### src/rtl/mips_operand_fwd_if.sv
// Decode/EX operand-forwarding bus for mips_operand_fwd.
// master: pipeline side that drives the decode slot and the forwarding
// sources. slave: the forwarding/stall block itself.
interface mips_operand_fwd_if;
  // Decode slot
  logic        IdValid;
  logic [4:0]  IdR1Adr;
  logic [4:0]  IdR2Adr;
  logic        IdR1Used;
  logic        IdR2Used;
  logic [31:0] IdR1;
  logic [31:0] IdR2;
  logic [4:0]  IdWAdr;
  logic        IdWE;
  logic        IdMemRead;
  logic        Flush;
  // Forwarding sources
  logic [31:0] ExResult;
  logic [4:0]  MemWAdr;
  logic        MemWE;
  logic [31:0] MemData;
  logic [4:0]  WbWAdr;
  logic        WbWE;
  logic [31:0] WbData;
  // Outputs
  logic        Stall;
  logic        ExValid;
  logic [31:0] ExA;
  logic [31:0] ExB;
  logic [4:0]  ExWAdr;
  logic        ExWE;
  logic        ExMemRead;
  logic [31:0] StallCnt;

  modport master (
    output IdValid, IdR1Adr, IdR2Adr, IdR1Used, IdR2Used, IdR1, IdR2,
           IdWAdr, IdWE, IdMemRead, Flush, ExResult, MemWAdr, MemWE, MemData,
           WbWAdr, WbWE, WbData,
    input  Stall, ExValid, ExA, ExB, ExWAdr, ExWE, ExMemRead, StallCnt
  );

  modport slave (
    input  IdValid, IdR1Adr, IdR2Adr, IdR1Used, IdR2Used, IdR1, IdR2,
           IdWAdr, IdWE, IdMemRead, Flush, ExResult, MemWAdr, MemWE, MemData,
           WbWAdr, WbWE, WbData,
    output Stall, ExValid, ExA, ExB, ExWAdr, ExWE, ExMemRead, StallCnt
  );
endinterface

### src/rtl/mips_operand_fwd.sv
// MIPS ID/EX stage register with operand forwarding and load-use stall.
// Forwarding priority: EX > MEM > (WB) > register file; r0 never forwards.
// Optional feature macro: MIPS_WB_BYPASS_EN adds a write-back bypass term.
// Without it the register file's negedge write provides WB visibility.
module mips_operand_fwd (
  input logic              Clk,
  input logic              Rst,
  mips_operand_fwd_if.slave bus
);

  logic        ex_valid_reg;
  logic [31:0] ex_a_reg;
  logic [31:0] ex_b_reg;
  logic [4:0]  ex_wadr_reg;
  logic        ex_we_reg;
  logic        ex_mem_read_reg;
  logic [31:0] stall_cnt_reg;

  logic [1:0][4:0]  src_adr;
  logic [1:0][31:0] src_rf;
  logic [1:0]       src_used;
  logic [1:0]       src_load_hit;
  logic             hazard;
  logic             stall;
  logic             bubble;

  assign src_adr  = {bus.IdR2Adr, bus.IdR1Adr};
  assign src_rf   = {bus.IdR2, bus.IdR1};
  assign src_used = {bus.IdR2Used, bus.IdR1Used};

  // One forwarding mux per source operand (index 0 = A, 1 = B)
  for (genvar gi = 0; gi < 2; gi++) begin : g_op
    logic [31:0] fwd_val;
    logic        ex_hit;
    logic        mem_hit;

    // Pick the youngest in-flight producer of this source register
    always_comb begin
      fwd_val = src_rf[gi];
      ex_hit  = ex_valid_reg & ex_we_reg & ~ex_mem_read_reg &
                (ex_wadr_reg == src_adr[gi]);
      mem_hit = bus.MemWE & (bus.MemWAdr == src_adr[gi]);
      if (src_adr[gi] == 5'd0) begin
        fwd_val = 32'h0;
      end else if (ex_hit) begin
        fwd_val = bus.ExResult;
      end else if (mem_hit) begin
        fwd_val = bus.MemData;
      end
`ifdef MIPS_WB_BYPASS_EN
      else if (bus.WbWE && (bus.WbWAdr == src_adr[gi])) begin
        fwd_val = bus.WbData;
      end
`endif
    end

    // A load in EX whose result this instruction actually needs
    assign src_load_hit[gi] = src_used[gi] & (ex_wadr_reg == src_adr[gi]);
  end

`ifndef MIPS_WB_BYPASS_EN
  // WB port is unused when the register file handles same-cycle visibility
  logic unused_wb;
  assign unused_wb = ^{bus.WbWAdr, bus.WbWE, bus.WbData};
`endif

  // Load-use hazard: load data is not available until it reaches MEM
  always_comb begin
    hazard = bus.IdValid & ex_valid_reg & ex_mem_read_reg & ex_we_reg &
             (ex_wadr_reg != 5'd0) & (|src_load_hit);
    stall  = hazard & ~bus.Flush;
    bubble = bus.Flush | stall | ~bus.IdValid;
  end

  // ID/EX stage register; reset wins, then any bubble source, then load
  always_ff @(posedge Clk) begin
    if (Rst) begin
      ex_valid_reg    <= 1'b0;
      ex_a_reg        <= 32'h0;
      ex_b_reg        <= 32'h0;
      ex_wadr_reg     <= 5'd0;
      ex_we_reg       <= 1'b0;
      ex_mem_read_reg <= 1'b0;
    end else if (bubble) begin
      ex_valid_reg    <= 1'b0;
      ex_a_reg        <= 32'h0;
      ex_b_reg        <= 32'h0;
      ex_wadr_reg     <= 5'd0;
      ex_we_reg       <= 1'b0;
      ex_mem_read_reg <= 1'b0;
    end else begin
      ex_valid_reg    <= 1'b1;
      ex_a_reg        <= g_op[0].fwd_val;
      ex_b_reg        <= g_op[1].fwd_val;
      ex_wadr_reg     <= bus.IdWAdr;
      ex_we_reg       <= bus.IdWE;
      ex_mem_read_reg <= bus.IdMemRead;
    end
  end

  // Saturating count of load-use stall cycles
  always_ff @(posedge Clk) begin
    if (Rst) begin
      stall_cnt_reg <= 32'h0;
    end else if (stall && (stall_cnt_reg != 32'hFFFF_FFFF)) begin
      stall_cnt_reg <= stall_cnt_reg + 32'd1;
    end
  end

  assign bus.Stall     = stall;
  assign bus.ExValid   = ex_valid_reg;
  assign bus.ExA       = ex_a_reg;
  assign bus.ExB       = ex_b_reg;
  assign bus.ExWAdr    = ex_wadr_reg;
  assign bus.ExWE      = ex_we_reg;
  assign bus.ExMemRead = ex_mem_read_reg;
  assign bus.StallCnt  = stall_cnt_reg;

endmodule

### src/flat_wrapper.sv
// flat-port wrapper written by rule: the top's interface ports become plain ports
module mips_operand_fwd_flat 
  (Clk, Rst, bus_IdValid, bus_IdR1Adr, bus_IdR2Adr, bus_IdR1Used, bus_IdR2Used, bus_IdR1, bus_IdR2, bus_IdWAdr, bus_IdWE, bus_IdMemRead, bus_Flush, bus_ExResult, bus_MemWAdr, bus_MemWE, bus_MemData, bus_WbWAdr, bus_WbWE, bus_WbData, bus_Stall, bus_ExValid, bus_ExA, bus_ExB, bus_ExWAdr, bus_ExWE, bus_ExMemRead, bus_StallCnt);
  mips_operand_fwd_if bus_i ();
  input logic Clk;
  input logic Rst;
  input wire logic [$bits(bus_i.IdValid)-1:0] bus_IdValid;
  input wire logic [$bits(bus_i.IdR1Adr)-1:0] bus_IdR1Adr;
  input wire logic [$bits(bus_i.IdR2Adr)-1:0] bus_IdR2Adr;
  input wire logic [$bits(bus_i.IdR1Used)-1:0] bus_IdR1Used;
  input wire logic [$bits(bus_i.IdR2Used)-1:0] bus_IdR2Used;
  input wire logic [$bits(bus_i.IdR1)-1:0] bus_IdR1;
  input wire logic [$bits(bus_i.IdR2)-1:0] bus_IdR2;
  input wire logic [$bits(bus_i.IdWAdr)-1:0] bus_IdWAdr;
  input wire logic [$bits(bus_i.IdWE)-1:0] bus_IdWE;
  input wire logic [$bits(bus_i.IdMemRead)-1:0] bus_IdMemRead;
  input wire logic [$bits(bus_i.Flush)-1:0] bus_Flush;
  input wire logic [$bits(bus_i.ExResult)-1:0] bus_ExResult;
  input wire logic [$bits(bus_i.MemWAdr)-1:0] bus_MemWAdr;
  input wire logic [$bits(bus_i.MemWE)-1:0] bus_MemWE;
  input wire logic [$bits(bus_i.MemData)-1:0] bus_MemData;
  input wire logic [$bits(bus_i.WbWAdr)-1:0] bus_WbWAdr;
  input wire logic [$bits(bus_i.WbWE)-1:0] bus_WbWE;
  input wire logic [$bits(bus_i.WbData)-1:0] bus_WbData;
  output wire logic [$bits(bus_i.Stall)-1:0] bus_Stall;
  output wire logic [$bits(bus_i.ExValid)-1:0] bus_ExValid;
  output wire logic [$bits(bus_i.ExA)-1:0] bus_ExA;
  output wire logic [$bits(bus_i.ExB)-1:0] bus_ExB;
  output wire logic [$bits(bus_i.ExWAdr)-1:0] bus_ExWAdr;
  output wire logic [$bits(bus_i.ExWE)-1:0] bus_ExWE;
  output wire logic [$bits(bus_i.ExMemRead)-1:0] bus_ExMemRead;
  output wire logic [$bits(bus_i.StallCnt)-1:0] bus_StallCnt;
  assign bus_i.IdValid = bus_IdValid;
  assign bus_i.IdR1Adr = bus_IdR1Adr;
  assign bus_i.IdR2Adr = bus_IdR2Adr;
  assign bus_i.IdR1Used = bus_IdR1Used;
  assign bus_i.IdR2Used = bus_IdR2Used;
  assign bus_i.IdR1 = bus_IdR1;
  assign bus_i.IdR2 = bus_IdR2;
  assign bus_i.IdWAdr = bus_IdWAdr;
  assign bus_i.IdWE = bus_IdWE;
  assign bus_i.IdMemRead = bus_IdMemRead;
  assign bus_i.Flush = bus_Flush;
  assign bus_i.ExResult = bus_ExResult;
  assign bus_i.MemWAdr = bus_MemWAdr;
  assign bus_i.MemWE = bus_MemWE;
  assign bus_i.MemData = bus_MemData;
  assign bus_i.WbWAdr = bus_WbWAdr;
  assign bus_i.WbWE = bus_WbWE;
  assign bus_i.WbData = bus_WbData;
  assign bus_Stall = bus_i.Stall;
  assign bus_ExValid = bus_i.ExValid;
  assign bus_ExA = bus_i.ExA;
  assign bus_ExB = bus_i.ExB;
  assign bus_ExWAdr = bus_i.ExWAdr;
  assign bus_ExWE = bus_i.ExWE;
  assign bus_ExMemRead = bus_i.ExMemRead;
  assign bus_StallCnt = bus_i.StallCnt;
  mips_operand_fwd u_core (.Clk(Clk), .Rst(Rst), .bus(bus_i));
endmodule
### config.mk
export PLATFORM = sky130hd
export DESIGN_NAME = mips_operand_fwd_flat
export DESIGN_NICKNAME = d
export VERILOG_FILES = /design/src/rtl/mips_operand_fwd_if.sv /design/src/rtl/mips_operand_fwd.sv /design/src/flat_wrapper.sv
export SDC_FILE = /design/constraint.sdc
export NUM_CORES = 1
export LEC_CHECK = 0
export ABC_AREA = 1
export BUFFER_PORTS_ARGS = -buffer_cell sky130_fd_sc_hd__buf_4
export CORE_MARGIN = 1.5
export CORE_UTILIZATION = 46
export DETAILED_ROUTE_END_ITERATION = 10
export GPL_ROUTABILITY_DRIVEN = 0
export PLACE_DENSITY = 0.86
export SLEW_MARGIN = 20
export SYNTH_ARGS = -nofsm -noshare
export SYNTH_HDL_FRONTEND = slang
export SYNTH_SLANG_ARGS = --single-unit
export TNS_END_PERCENT = 1
### constraint.sdc
create_clock -name Clk -period 2.25 [get_ports Clk]
set_clock_uncertainty 0.15 [all_clocks]
set_input_delay 0.45 -clock Clk [delete_from_list [all_inputs] [get_ports Clk]]
set_output_delay 0.45 -clock Clk [all_outputs]
set_load 0.005 [all_outputs]
== Word level (Yosys, flattened, before mapping) ==
Cells that the tools add are included.

* Shift-type cells: 0
* Add/subtract/negate cells: 1
* $mul: 0
* Div/mod/pow operators: 0
* Eq/ne operators: 5
* Mux-type cells: 5
* Bitwise operators: 19
* Reductions and logical operators: 8
* Order comparisons: 0

{| class="wikitable"
|+ Operators by type and width
! cell !! count
|-
| 2-to-1 mux 32 bit || 4
|-
| adder 32 x 1 -> 32 bit (second input constant) || 1
|-
| inequality test 32 bit (second input constant) || 1
|-
| equality test 5 bit || 4
|-
| bitwise AND 1 bit || 14
|-
| logical NOT 5 bit || 2
|-
| OR reduction 3 bit || 2
|-
| nonzero test 5 bit || 1
|-
| OR reduction 2 bit || 2
|-
| NOT 1 bit || 3
|-
| bitwise OR 1 bit || 2
|-
| logical AND 1 bit || 1
|-
| 2-to-1 mux 1 bit || 1
|}

* Memory bits (read-only): 0
* Bits of input ports: 195
* Logic and storage cells: 45
* Flip-flop bits (word level): 104
* Memory bits (writable): 0
* Bits in latches: 0
* Output and inout port bits: 105
* Memories kept: 0

== Longest topological paths before layout ==
* Word-level depth: 9
* Mapped depth: 12

== Worst setup path before layout ==
No wires, ideal clock.

* Path kind: reg-to-reg
* Start point: reg u_core.stall_cnt_reg[0] (netlist: u_core.bus.StallCnt[0])
* End point: reg u_core.stall_cnt_reg[16] (netlist: u_core.bus.StallCnt[16])
* Path slack: 0.414 ns
* Data required time: 1.987 ns
* Arrival: 1.573 ns
* Buffers on the path: 1
* Stages on the path, launching flop included: 12
* Cells stage by stage: dfxtp_1 -> ha_1 -> nand2_1 -> nor2_4 -> nand3_1 -> nor2_2 -> nand4_1 -> nand4_2 -> buf_2 -> nand2_1 -> nand2_1 -> nor2_1

* Word-level cells in the longest chain between the ends: 2
* Elaborated cells on any way between the ends: 3
* Those cells by class: add/sub: 1; eq/ne: 1; reduce/logical: 1

{| class="wikitable"
|+ RTL lines
! item !! RTL line !! text
|-
| start, declared || mips_operand_fwd.sv:17 || <nowiki>logic [31:0] stall_cnt_reg;</nowiki>
|-
| start signal, assigned || mips_operand_fwd.sv:106 || <nowiki>stall_cnt_reg <= stall_cnt_reg + 32'd1;</nowiki>
|-
| parallel branches: the longest is 2 deep, another holds adder 32 x 1 -> 32 bit || - ||
|}

Several ways; the timed one is not identified.
A chain may end at the register's enable or synchronous reset.

== Worst setup path after layout ==
* Start point: reg u_core.ex_wadr_reg[0] (netlist: u_core.bus.ExWAdr[0])
* End point: out bus_Stall

* Word-level cells in the longest chain between the ends: 5
* Elaborated cells on any way between the ends: 9
* Those cells by class: eq/ne: 2; bitwise: 5; reduce/logical: 2

{| class="wikitable"
|+ RTL lines
! item !! RTL line !! text
|-
| start, declared || mips_operand_fwd.sv:14 || <nowiki>logic [4:0] ex_wadr_reg;</nowiki>
|-
| start signal, assigned || mips_operand_fwd.sv:95 || <nowiki>ex_wadr_reg <= bus.IdWAdr;</nowiki>
|-
| equality test 5 bit || mips_operand_fwd.sv:58 || <nowiki>assign src_load_hit[gi] = src_used[gi] & (ex_wadr_reg == src_adr[gi]);</nowiki>
|-
| bitwise AND 1 bit || mips_operand_fwd.sv:58 ||
|-
| OR reduction 2 bit || mips_operand_fwd.sv:70 || <nowiki>(ex_wadr_reg != 5'd0) & (|src_load_hit);</nowiki>
|-
| bitwise AND 1 bit * || mips_operand_fwd.sv:70 ||
|-
| bitwise AND 1 bit * || mips_operand_fwd.sv:71 || <nowiki>stall = hazard & ~bus.Flush;</nowiki>
|-
| end, declared || flat_wrapper.sv:25 || <nowiki>output wire logic [$bits(bus_i.Stall)-1:0] bus_Stall;</nowiki>
|}

Every way passes the cells marked *; elsewhere a longest branch is shown, timed or not.

==> impl_metrics.py <==
metrics = {
    "outcome": {
        "status": "finished clean",
    },
    "cells_and_area": {
        "final_cells": 1320,
        "drive_above_1_share_pct": 29.2,
        "mostFrequentLayoutCell": "buf_4",
        "diodes": 0,
        "final_cell_mix": "279 x buf_4, 205 x nand2_1, 157 x nor2_1",
        "nets": 1343,
        "postLayoutCoreUtil_pct": 69.4,
        "register_area_sq_um": 2090,
        "syn_to_final_growth_pct": 45.6,
        "n_fill_cell": 1047,
        "multiInputGateArea_sq_um": 3170,
    },
    "clock_tree": {
        "htreeDepth": 3,
        "cts_made_buffers": 9,
        "cts_root_buf": "clkbuf_16",
        "holdBufCountCts": 0,
        "clk_latency_ns": 0.35,
        "clk_pin_slew_ns": 0.07,
        "clock-sinks": 104,
        "clockBufferDepth": 2,
        "cts_tree": "yes",
    },
    "synth": {
        "yosys_warnings": 0,
        "synth-seq-cells": 104,
        "synth.distinct_cells": 27,
        "syn_inst": 895,
        "ys_seq_area_share_pct": 35.9,
        "synth-async-reset-ratio_pct": 0,
        "avgSynthCellArea_sq_um": 6.48,
        "synth_ff_type": "dfxtp_1",
        "synth.cell_area_sq_um": 5800,
        "synth_nets": 1091,
        "synth_edf_count": 0,
    },
    "global_routing": {
        "grt_max_degree": 44,
        "grt_pass1_vias": 6544,
        "gr-total-overflow": 0,
        "antenna_found_initial": 0,
        "grt_pass1_wl_um": 31800,
        "grtUsageTotal_pct": 30.9,
    },
    "placement": {
        "dp_hpwl_um": 15600,
        "dp_slack_ns": 0.134,
        "placed_cells": 1302,
        "port_buffers": 261,
    },
    "worst_setup_path": {
        "worstSetupEndpointType": "output pin",
        "startpoint_type": "flop",
        "required_ns": 1.65,
        "arrival_ns": 1.60,
        "crit_fanout": 4,
        "path_class": "flop to output pin",
    },
    "sta": {
        "setup_slack_ns": 0.0490,
        "fin_crit_sh_pct": 97.8,
        "hold_ws_ns": 0.156,
        "hold_viol": 0,
        "maxSlewHeadroom_pct": 74.3,
        "max_freq_mhz": 454,
        "setup_violations": 0,
        "rsz0062_at_grt": "true",
        "tightest_slew_ns": 0.385,
        "min_period_ns": 2.20,
        "drv_slew": 0,
    },
    "power": {
        "p_total_mw": 4.26,
        "ir_drop_v": 0.000560,
        "p_leak_nw": 4.30,
        "p_per_area_nw_per_um2": 505,
    },
    "routing": {
        "drt_iter0_drc": 656,
        "dr.pass1.iters": 6,
        "via_per_inst": 5.23,
        "dr_total_vias": 6904,
        "drcViolationCount": 0,
        "wire_per_inst_um": 15.9,
        "antenna_left": 0,
        "postRouteWirelength_um": 21000,
    },
    "floorplan": {
        "die_area_sq_um": 13300,
        "fp-row-count": 40,
        "die_h_um": 115,
        "ios": 300,
        "initial_core_util_pct": 47.7,
        "coreArea_sq_um": 12200,
        "fp.dieW_um": 115,
    },
    "job": {
        "maxCapViolCount": 0,
    },
    "hold_path": {
        "hold_class": "input port to flop",
    },
}
[sequential cells by signal, summed over array words and instances, names as in the netlist]
| register | flops |
|---|---|
| u_core.bus.StallCnt | 32 |
| u_core.bus.ExValid | 1 |
| u_core.bus.ExA | 32 |
| u_core.bus.ExB | 32 |
| u_core.bus.ExWAdr | 5 |
| u_core.bus.ExWE | 1 |
| u_core.bus.ExMemRead | 1 |
[worst max-delay path: stages, from the launching register on]
cell and delay [ns]:
dfxtp_2 0.37, inv_1 0.08, nand2_1 0.06, nand2_1 0.05
nor2_2 0.14, nand4_1 0.12, nand2_2 0.13, nand3_4 0.10
inv_2 0.08, buf_4 0.10
[synthesized netlist by cell type (2+ instances only)]
master	count	area, sq um
nor2_1	163	612
a21oi_1	3	15.0
nor2_4	2	22.5
buf_2	8	40.0
dfxtp_1	104	2080
nor2_2	4	25.0
clkbuf_1	33	124
nand4_1	77	482
nor3_1	11	55.1
o21ai_0	67	335
nand3_1	77	385
o21ai_4	2	32.5
xnor2_1	4	35.0
o22ai_1	3	18.8
nand4_2	2	25.0
xor2_1	29	254
inv_1	83	312
nand2_1	206	773
buf_6	9	101
[metrics by stage]
stage	area (sq um)	setup TNS [ns]
2_1_floorplan	5800	0
3_3_place_gp	8080	0
3_5_place_dp	8080	0
4_1_cts	8400	0
5_1_grt	8440	-0.0743
6_report	8440	0
[routing by layer]
layer	part of all wire (%)	GRT usage [%]	vias up
met4	5.1	16.1	0
met3	11	12.0	76
met1	36	33.7	3033
met2	48	52.2	389
li1	-	-	3406
met5	0	0	-
[kinds of logic (layout without fill, tap and decap cells)]
group           Yosys count  after routing  synth area share, %
xor+xnor                 33             33                 4.99
compound gates           78             78                 7.32
simple gates            545            545                 41.5
buf+inv                 134            391                 10.0
fa+ha+maj                 1              1                0.216
flops                   104            104                 35.9
[power by group]
group | internal [mW] | switching [mW] | leakage (nW)
sequential | 1.88 | 0.0133 | 0.846
combinational | 0.339 | 0.333 | 3.30
clock | 1.01 | 0.696 | 0.154
total | 3.22 | 1.04 | 4.30
[cell type report]
| class | count | area share [%] |
|---|---|---|
| Multi-Input combinational cell | 657 | 37.6 |
| Timing Repair Buffer | 291 | 27.7 |
| Sequential cell | 104 | 24.8 |
| Inverter | 84 | 3.74 |
| Clock buffer | 13 | 2.96 |
| Tap cell | 168 | 2.49 |
| Clock inverter | 3 | 0.771 |
[repair_timing]
action                                  CTS  global route
endpoints found under the setup margin    1            11
resized for setup                         6             8
hold endpoints to repair                  0             0
pin swaps                                 0             2
buffers inserted                          0             2
[final timing paths]
check	cells after the start	startpoint	slack, ns	to
max	9	u_core.bus.ExWAdr[0]$_SDFF_PP0_	0.05	bus_Stall
min	3	bus_IdWAdr[1]	0.16	u_core.bus.ExWAdr[1]$_SDFF_PP0_
max reg2reg	11	u_core.bus.StallCnt[1]$_SDFFE_PP0P_	0.20	u_core.bus.StallCnt[0]$_SDFFE_PP0P_
min reg2reg	2	u_core.bus.StallCnt[20]$_SDFFE_PP0P_	0.38	u_core.bus.StallCnt[20]$_SDFFE_PP0P_
(Power assumes the default switching activity.)
